===== src/rtl/screen_blitter.sv =====
// Streams one image from a synchronous image ROM as (x, y, colour) plots, raster order.
// Optional SCREEN_BLIT_TRANSPARENCY_EN: pixels equal to TRANSPARENT_KEY are dropped at FIFO entry.
module screen_blitter #(
  parameter int unsigned H_RES           = 320,
  parameter int unsigned V_RES           = 240,
  parameter int unsigned COLOUR_W        = 3,
  parameter int unsigned NUM_IMG         = 2,
  parameter int unsigned TRANSPARENT_KEY = 0,
  localparam int unsigned X_W = $clog2(H_RES),
  localparam int unsigned Y_W = $clog2(V_RES),
  localparam int unsigned A_W = $clog2(H_RES * V_RES),
  localparam int unsigned S_W = (NUM_IMG > 1) ? $clog2(NUM_IMG) : 1
) (
  input  logic                clk,
  input  logic                reset,
  input  logic                start,
  input  logic [S_W-1:0]      img_sel,
  output logic [A_W-1:0]      rom_addr,
  output logic [S_W-1:0]      rom_sel,
  input  logic [COLOUR_W-1:0] rom_data,
  output logic [X_W-1:0]      x_pos,
  output logic [Y_W-1:0]      y_pos,
  output logic [COLOUR_W-1:0] colour,
  output logic                plot,
  input  logic                plot_ready,
  output logic                busy,
  output logic                done
);

  localparam int unsigned NumPix = H_RES * V_RES;
  localparam int unsigned E_W    = X_W + Y_W + COLOUR_W;

  localparam logic [A_W-1:0] LastAddr = A_W'(NumPix - 1);
  localparam logic [X_W-1:0] LastX    = X_W'(H_RES - 1);
  localparam logic [S_W-1:0] MaxSel   = S_W'(NUM_IMG - 1);

  typedef enum logic [1:0] {StIdle, StRun, StDrain, StDone} state_e;

  state_e         state_q, state_d;
  logic [A_W-1:0] addr_q, addr_d;
  logic [X_W-1:0] x_q, x_d;
  logic [Y_W-1:0] y_q, y_d;
  logic [S_W-1:0] sel_q, sel_d;

  // Coordinates of the ROM read currently in flight.
  logic           fl_valid_q;
  logic [X_W-1:0] fl_x_q;
  logic [Y_W-1:0] fl_y_q;

  logic [E_W-1:0] fifo_q [2];
  logic           wr_ptr_q, rd_ptr_q;
  logic [1:0]     count_q, count_d;

  logic           keep, push, pop, issue;
  logic [2:0]     credit;

`ifdef SCREEN_BLIT_TRANSPARENCY_EN
  assign keep = (rom_data != COLOUR_W'(TRANSPARENT_KEY));
`else
  assign keep = 1'b1;
`endif

  assign plot    = (count_q != 2'd0);
  assign push    = fl_valid_q && keep;
  assign pop     = plot && plot_ready;
  // Slots already claimed once this cycle's pop is accounted for; the skid FIFO holds two.
  assign credit  = {1'b0, count_q} + {2'b00, fl_valid_q} - {2'b00, pop};
  assign issue   = (state_q == StRun) && (credit < 3'd2);
  assign count_d = count_q + {1'b0, push} - {1'b0, pop};

  always_comb begin
    state_d = state_q;
    addr_d  = addr_q;
    x_d     = x_q;
    y_d     = y_q;
    sel_d   = sel_q;
    unique case (state_q)
      StIdle: begin
        if (start) begin
          sel_d   = (img_sel > MaxSel) ? MaxSel : img_sel;
          addr_d  = '0;
          x_d     = '0;
          y_d     = '0;
          state_d = StRun;
        end
      end
      StRun: begin
        if (issue) begin
          if (addr_q == LastAddr) begin
            addr_d  = '0;
            x_d     = '0;
            y_d     = '0;
            state_d = StDrain;
          end else begin
            addr_d = addr_q + 1'b1;
            if (x_q == LastX) begin
              x_d = '0;
              y_d = y_q + 1'b1;
            end else begin
              x_d = x_q + 1'b1;
            end
          end
        end
      end
      StDrain: begin
        // No issue here, so an empty FIFO after this edge means nothing is left in flight.
        if (count_d == 2'd0) begin
          state_d = StDone;
        end
      end
      StDone: begin
        state_d = StIdle;
      end
      default: begin
        state_d = StIdle;
      end
    endcase
  end

  always_ff @(posedge clk or posedge reset) begin
    if (reset) begin
      state_q    <= StIdle;
      addr_q     <= '0;
      x_q        <= '0;
      y_q        <= '0;
      sel_q      <= '0;
      fl_valid_q <= 1'b0;
      fl_x_q     <= '0;
      fl_y_q     <= '0;
      fifo_q[0]  <= '0;
      fifo_q[1]  <= '0;
      wr_ptr_q   <= 1'b0;
      rd_ptr_q   <= 1'b0;
      count_q    <= 2'd0;
    end else begin
      state_q    <= state_d;
      addr_q     <= addr_d;
      x_q        <= x_d;
      y_q        <= y_d;
      sel_q      <= sel_d;
      fl_valid_q <= issue;
      if (issue) begin
        fl_x_q <= x_q;
        fl_y_q <= y_q;
      end
      if (push) begin
        fifo_q[wr_ptr_q] <= {fl_x_q, fl_y_q, rom_data};
        wr_ptr_q         <= ~wr_ptr_q;
      end
      if (pop) begin
        rd_ptr_q <= ~rd_ptr_q;
      end
      count_q <= count_d;
    end
  end

  assign {x_pos, y_pos, colour} = fifo_q[rd_ptr_q];
  assign rom_addr = addr_q;
  assign rom_sel  = sel_q;
  assign busy     = (state_q != StIdle);
  assign done     = (state_q == StDone);

endmodule


===== config.mk =====
export PLATFORM = sky130hd
export DESIGN_NAME = screen_blitter
export DESIGN_NICKNAME = d
export VERILOG_FILES = /design/src/rtl/screen_blitter.sv
export SDC_FILE = /design/constraint.sdc
export NUM_CORES = 1
export LEC_CHECK = 0
export ABC_AREA = 1
export CORE_MARGIN = 2
export CORE_UTILIZATION = 55
export CTS_CLUSTER_DIAMETER = 30
export DETAILED_ROUTE_END_ITERATION = 7
export PLACE_DENSITY = 0.87
export SKIP_CTS_REPAIR_TIMING = 1
export SLEW_MARGIN = 10
export SYNTH_ARGS = -nofsm -noshare
export SYNTH_HDL_FRONTEND = slang
export SYNTH_SLANG_ARGS = --single-unit

===== constraint.sdc =====
create_clock -name clk -period 9.87 [get_ports clk]
set_input_delay 1.974 -clock clk [delete_from_list [all_inputs] [get_ports clk]]
set_output_delay 1.974 -clock clk [all_outputs]
set_load 0.01 [all_outputs]

======== Word-level counts from Yosys, hierarchy flattened ========
Cells that the tools add are included.
Widths: inputs -> output; s select.
cells by class
  mux-type cells .......................... 26
  equal/unequal tests ..................... 10
  $lt $le $gt $ge ......................... 5
  bitwise logic cells ..................... 4
  reduce and logical (&&, ||, !) cells .... 12
  add/sub/neg operators ................... 7
operators with widths
  kind                   number
  $mux 20                4
  $mux 17                3
  $bwmux 40              1
  $mux 9                 4
  $pmux 17 s2            1
  $mux 8                 4
  $demux 20 s1           1
  $pmux 9 s2             1
  $add 17x1->17 const B  1
  $eq 17x17->1 const B   1
  $pmux 8 s2             1
  $add 9x1->9 const B    1
  $eq 9x9->1 const B     1
  $add 8x1->8 const B    1
  $mux 2                 4
  $pmux 2 s4             1
  $reduce_and 4->1       2
  $ne 2x2->1 const B     3
  $reduce_bool 2->1      3
  $eq 2x2->1 const B     2
  $ge 2x2->1 const B     2
  $logic_not 2->1        2
  $not 1->2              2
  $add 2x1->3            1
  other kinds (14)       17
storage, ports and cells
  bits of input ports ..................... 8
  register bits after elaboration ......... 99
  word-level logic and storage cells ...... 77
  output and inout port bits .............. 41

======== Longest topological paths before layout ========
  word-level depth ........................ 7
  depth in mapped cells ................... 17

======== Least setup slack after synthesis ========
OpenSTA, ideal clock, no wires.
  kind .................................... input-to-reg
  start point ............................. in plot_ready
  end point ............................... reg addr_q[12] (netlist: rom_addr[12])
  slack ................................... 5.960 ns
  cell stages on the path ................. 14
  required time ........................... 9.751 ns
  arrival ................................. 3.791 ns
  library setup time ...................... 0.119 ns
  path buffers ............................ 1
  path through ............................ nand2_1 > inv_1 > ha_1 > inv_1 > ha_1 > fa_1 > inv_1 > nand3_1 > nand2_1 > nand3_4 > inv_4 > buf_6 > a21oi_1 > nor2_1
on the way
  cells in the longest elaborated chain, start to end .. 6
RTL lines
  element                            line  text
  start, declared                    25    input logic plot_ready,
  $logic_and 1x1->1                  65    assign pop = plot && plot_ready;
  named net pop                      54    logic keep, push, pop, issue;
  $sub 3x1->3                        67    assign credit = {1'b0, count_q} + {2'b00, fl_valid_q} - {2'b00, pop};
  $lt 3x2->1                         68    assign issue = (state_q == StRun) && (credit < 3'd2);
  $logic_and 1x1->1                  68
  $ne 2x2->1 (no source line)        -
  $reduce_and 3->1 (no source line)  -
  end signal, assigned               137   addr_q <= addr_d;
  end, declared                      40    logic [A_W-1:0] addr_q, addr_d;
The timed path passes the listed nets, and every way through them passes these cells.
A chain may end at the register's enable or synchronous reset.

======== Worst setup path after layout ========
  start point ............................. in plot_ready
  end point ............................... reg y_q[4]
on the way
  cells in the longest elaborated chain, start to end .. 6
RTL lines
  element                            line  text
  $logic_and 1x1->1                  65
  named net pop                      54
  $sub 3x1->3                        67
  $lt 3x2->1                         68
  $logic_and 1x1->1                  68
  $ne 2x2->1 (no source line)        -
  $reduce_and 4->1 (no source line)  -
  end signal, assigned               139   y_q <= y_d;
  end, declared                      42    logic [Y_W-1:0] y_q, y_d;
The timed path passes the listed nets, and every way through them passes these cells.

==> out/results.ini <==
[timing]
postLayoutSetupSlackWorst_ns = 5.38
timing.slew.headroom_pct = 26.6
report.final.setup_viol = 0
maxClockFrequency_ghz = 0.223
fin_crit_ns = 4.49
post_route_clock_period_utilization_pct = 45.5
tightestPinTransition_ns = 1.10
final_hold_viol_count = 0
final_number_of_max_transition_violations = 0
fin_worst_skew_ns = 0.0110
rsz0062_at_grt = no
tns_ns = 0

[pwr]
static-leakage-power_nw = 2.77
peakVddDrop_mv = 0.143
sequentialPowerShare_pct = 41.9
combPwrFrac_pct = 40.7
p_sw_mw = 0.594
powerDensity_mw_per_mm2 = 255
clkPwrFrac_pct = 17.4
swShare_pct = 40.8
cell_internal_pwr_mw = 0.862

[yosys]
post_synth.cell_area_avg_um2 = 7.70
netlist.area_leader.share_pct = 49.5
synth_area_leader_cell = sky130_fd_sc_hd__dfrtp_1
ys_seq_area_share_pct = 49.5
synth_top_cells_by_area = sky130_fd_sc_hd__dfrtp_1 50%, sky130_fd_sc_hd__nand2_1 18%, sky130_fd_sc_hd__o21ai_0 6.4%, sky130_fd_sc_hd__inv_1 4.9%, sky130_fd_sc_hd__nor2_1 3.6%
synth.net_count = 669
synth-edff-count = 0
ys_dominant_reg_cell = sky130_fd_sc_hd__dfrtp_1
synth-warning-count = 0
yosys_register_bits = 99
ys_types = 34
post_synth_inst_count = 650
ys_async_sr_fraction_pct = 100
mappedNetlistArea_mm2 = 0.00500

[route]
dr.pass1.iters = 5
detail_route.iter0.violations = 222
vias = 4195
routed_wl_mm = 10.3
post_drt_via_cell_ratio = 5.24
post-route-drc-count = 0
wire_per_inst_um = 12.9
postRouteAntennaNets = 0

[worst_setup_path]
critical_path_rt_ns = 10.13
ff2ff_setup_slack_ns = 6.82
worst-endpoint-arrival_ns = 4.75
reg2reg_to = y_q[4]
regToRegStartpoint = count_q[1]
worstSetupPathType = input port to register
critPathMaxFanout = 35
worst-r2r-cell-count = 16
element_type_at_the_critical_path_start = input port
critical_path.endpoint_type = register

[clock_network]
clock_latency_ns = 0.36
cts.root.buffer_cell = sky130_fd_sc_hd__clkbuf_8
cts_max_level = 3
cts-buffers-inserted = 9
clock_sink_count = 99
path_clk_slew_ns = 0.10
cts.path.max_buffers = 2
tritoncts = yes

[place]
detailedPlace.worstSlack_ns = 5.01
portBuffers = 48
global_placement_routability_congestion = 0.864
dp_hpwl_mm = 7.10

[floorplanning]
die_x_um = 99.4
core_ar_mm2 = 0.00876
floorplan.initialDensity_pct = 57.1
dieHeight_um = 99.4
rows = 34
boundaryPins = 49
die-area_mm2 = 0.00988

[finish]
finish.net_count = 706
drive_above_1_share_pct = 5.92
diodes_inserted = 0
syn_to_final_growth_pct = 14.1
layout.filler_cells = 735

[global_route]
globalRoute.totalOverflow = 0
grt_max_degree = 61
global_route_wire_length_before_repair_mm = 18.1
initial_antenna_violation_count = 0
grt_pass1_vias = 4015
grt_use_total_pct = 22.3

[flow_run]
drv.max_cap_violation_count = 0

[worst_hold_path]
launch_point_of_the_worst_hold_path = fifo_q[26]
hold_path.class = register to register
count_of_cells_along_the_worst_hold_path = 2
end_point_of_the_most_critical_hold_path = fifo_q[26]

[status]
status = completed

[cell usage in the layout (no fill, tap or decap), types with 3 or more instances in the layout]
cell type / Yosys / routed
sky130_fd_sc_hd__inv_1: 65 / 64
sky130_fd_sc_hd__nor3_1: 4 / 4
sky130_fd_sc_hd__a21oi_1: 4 / 4
sky130_fd_sc_hd__nor2_2: 5 / 5
sky130_fd_sc_hd__nor2_1: 48 / 48
sky130_fd_sc_hd__o21ai_1: 4 / 4
sky130_fd_sc_hd__nand4_1: 14 / 14
sky130_fd_sc_hd__clkdlybuf4s50_1: 0 / 48
sky130_fd_sc_hd__dfrtp_1: 99 / 99
sky130_fd_sc_hd__ha_1: 10 / 10
sky130_fd_sc_hd__nand2_1: 243 / 243
sky130_fd_sc_hd__or2_2: 3 / 3
sky130_fd_sc_hd__clkbuf_8: 0 / 10
sky130_fd_sc_hd__nand2_2: 6 / 6
sky130_fd_sc_hd__xor2_1: 9 / 9
sky130_fd_sc_hd__o21ai_0: 64 / 64
sky130_fd_sc_hd__nand3_1: 31 / 31
[area by class of cell]
cell class,instances,area [um2],area share (%)
clock buffers,10,138,2.41
clock inverters,6,56.3,0.986
inverters,68,259,4.54
multi-input cells,460,2160,37.8
flip-flops and latches,99,2480,43.4
well taps,108,135,2.37
repair buffers,49,488,8.55
[routing by layer]
| metal | routed length, um | vias to the layer above | share of wire [%] | track usage (%) |
|---|---|---|---|---|
| met2 | 4870 | 99 | 47 | 35.9 |
| li1 | - | 2109 | - | - |
| met5 | 0 | - | 0 | 0 |
| met1 | 4870 | 1968 | 47 | 31.1 |
| met3 | 395 | 19 | 3.8 | 3.09 |
| met4 | 148 | 0 | 1.4 | 8.75 |
[worst max-delay path by stage]
stage                          start    endpoint  slack (ns)  cells past startpoint
after floorplan                reset  count_q[0]        5.31                      1
after global placement    plot_ready      y_q[2]        5.10                     15
after detailed placement  plot_ready      y_q[4]        5.01                     15
after CTS                   rd_ptr_q    x_pos[8]        5.39                      4
after global routing      plot_ready   fl_x_q[0]        5.18                     11
final                     plot_ready      y_q[4]        5.38                     15
[worst max-delay path, stage by stage]
cell	delay, ns
sky130_fd_sc_hd__clkdlybuf4s50_1	0.40
sky130_fd_sc_hd__nand2_1	0.09
sky130_fd_sc_hd__inv_1	0.05
sky130_fd_sc_hd__ha_1	0.26
sky130_fd_sc_hd__inv_1	0.04
sky130_fd_sc_hd__ha_1	0.17
sky130_fd_sc_hd__fa_1	0.48
sky130_fd_sc_hd__inv_1	0.07
sky130_fd_sc_hd__nand3_1	0.10
sky130_fd_sc_hd__nand2_1	0.16
sky130_fd_sc_hd__nand3_4	0.36
sky130_fd_sc_hd__inv_4	0.28
sky130_fd_sc_hd__nand2_2	0.15
sky130_fd_sc_hd__nand2_1	0.10
sky130_fd_sc_hd__nand2_1	0.06
[power groups by stage]
stage	clock [mW]	sequential (mW)	combinational [mW]
global route	0.276	0.628	0.670
floorplan	0	0.590	0.425
CTS	0.259	0.610	0.596
detailed placement	0	0.617	0.595
global placement	0	0.610	0.569
finish	0.253	0.610	0.592
[flip-flops by register name, indices dropped and copies added, names as in the netlist]
register	cells
fifo_q	40
rom_sel	1
count_q	2
wr_ptr_q	1
x_q	9
y_q	8
fl_y_q	8
fl_valid_q	1
fl_x_q	9
rd_ptr_q	1
rom_addr	17
state_q	2
[cells in the mapped netlist, types with 2 or more instances]
| cell | number |
|---|---|
| sky130_fd_sc_hd__a21oi_1 | 4 |
| sky130_fd_sc_hd__buf_2 | 5 |
| sky130_fd_sc_hd__buf_6 | 2 |
| sky130_fd_sc_hd__clkbuf_1 | 15 |
| sky130_fd_sc_hd__dfrtp_1 | 99 |
| sky130_fd_sc_hd__ha_1 | 10 |
| sky130_fd_sc_hd__inv_1 | 65 |
| sky130_fd_sc_hd__nand2_1 | 243 |
| sky130_fd_sc_hd__nand2_2 | 6 |
| sky130_fd_sc_hd__nand3_1 | 31 |
| sky130_fd_sc_hd__nand3_2 | 2 |
| sky130_fd_sc_hd__nand4_1 | 14 |
| sky130_fd_sc_hd__nor2_1 | 48 |
| sky130_fd_sc_hd__nor2_2 | 5 |
| sky130_fd_sc_hd__nor2_4 | 2 |
| sky130_fd_sc_hd__nor3_1 | 4 |
| sky130_fd_sc_hd__o21ai_0 | 64 |
| sky130_fd_sc_hd__o21ai_1 | 4 |
| sky130_fd_sc_hd__o31ai_1 | 2 |
| sky130_fd_sc_hd__or2_2 | 3 |
| sky130_fd_sc_hd__xor2_1 | 9 |
[metrics by stage]
| stage | utilization (%) | area, um2 | total power [mW] | hold slack (ns) | instances |
|---|---|---|---|---|---|
| global placement | 62.9 | 5520 | 1.18 | 0.465 | 784 |
| CTS | 65.2 | 5710 | 1.46 | 0.496 | 800 |
| detailed placement | 62.9 | 5520 | 1.21 | 0.473 | 784 |
| floorplan | - | 5000 | 1.02 | 0.453 | 650 |
| finish | 65.2 | 5710 | 1.46 | 0.494 | 800 |
| global route | 65.2 | 5710 | 1.57 | 0.514 | 800 |
[cell families (layout without fill, tap and decap cells)]
logic type / after synthesis / in the layout / share of synthesized area, %
AO/OA/AOI/OAI: 77 / 77 / 7.95
XOR/XNOR: 10 / 10 / 1.75
adder cells (fa/ha/maj): 11 / 11 / 2.90
buffers and inverters: 91 / 133 / 7.38
flip-flops: 99 / 99 / 49.5
AND/OR/NAND/NOR: 362 / 362 / 30.5
No activity file was read; power rests on OpenSTA's default activity.
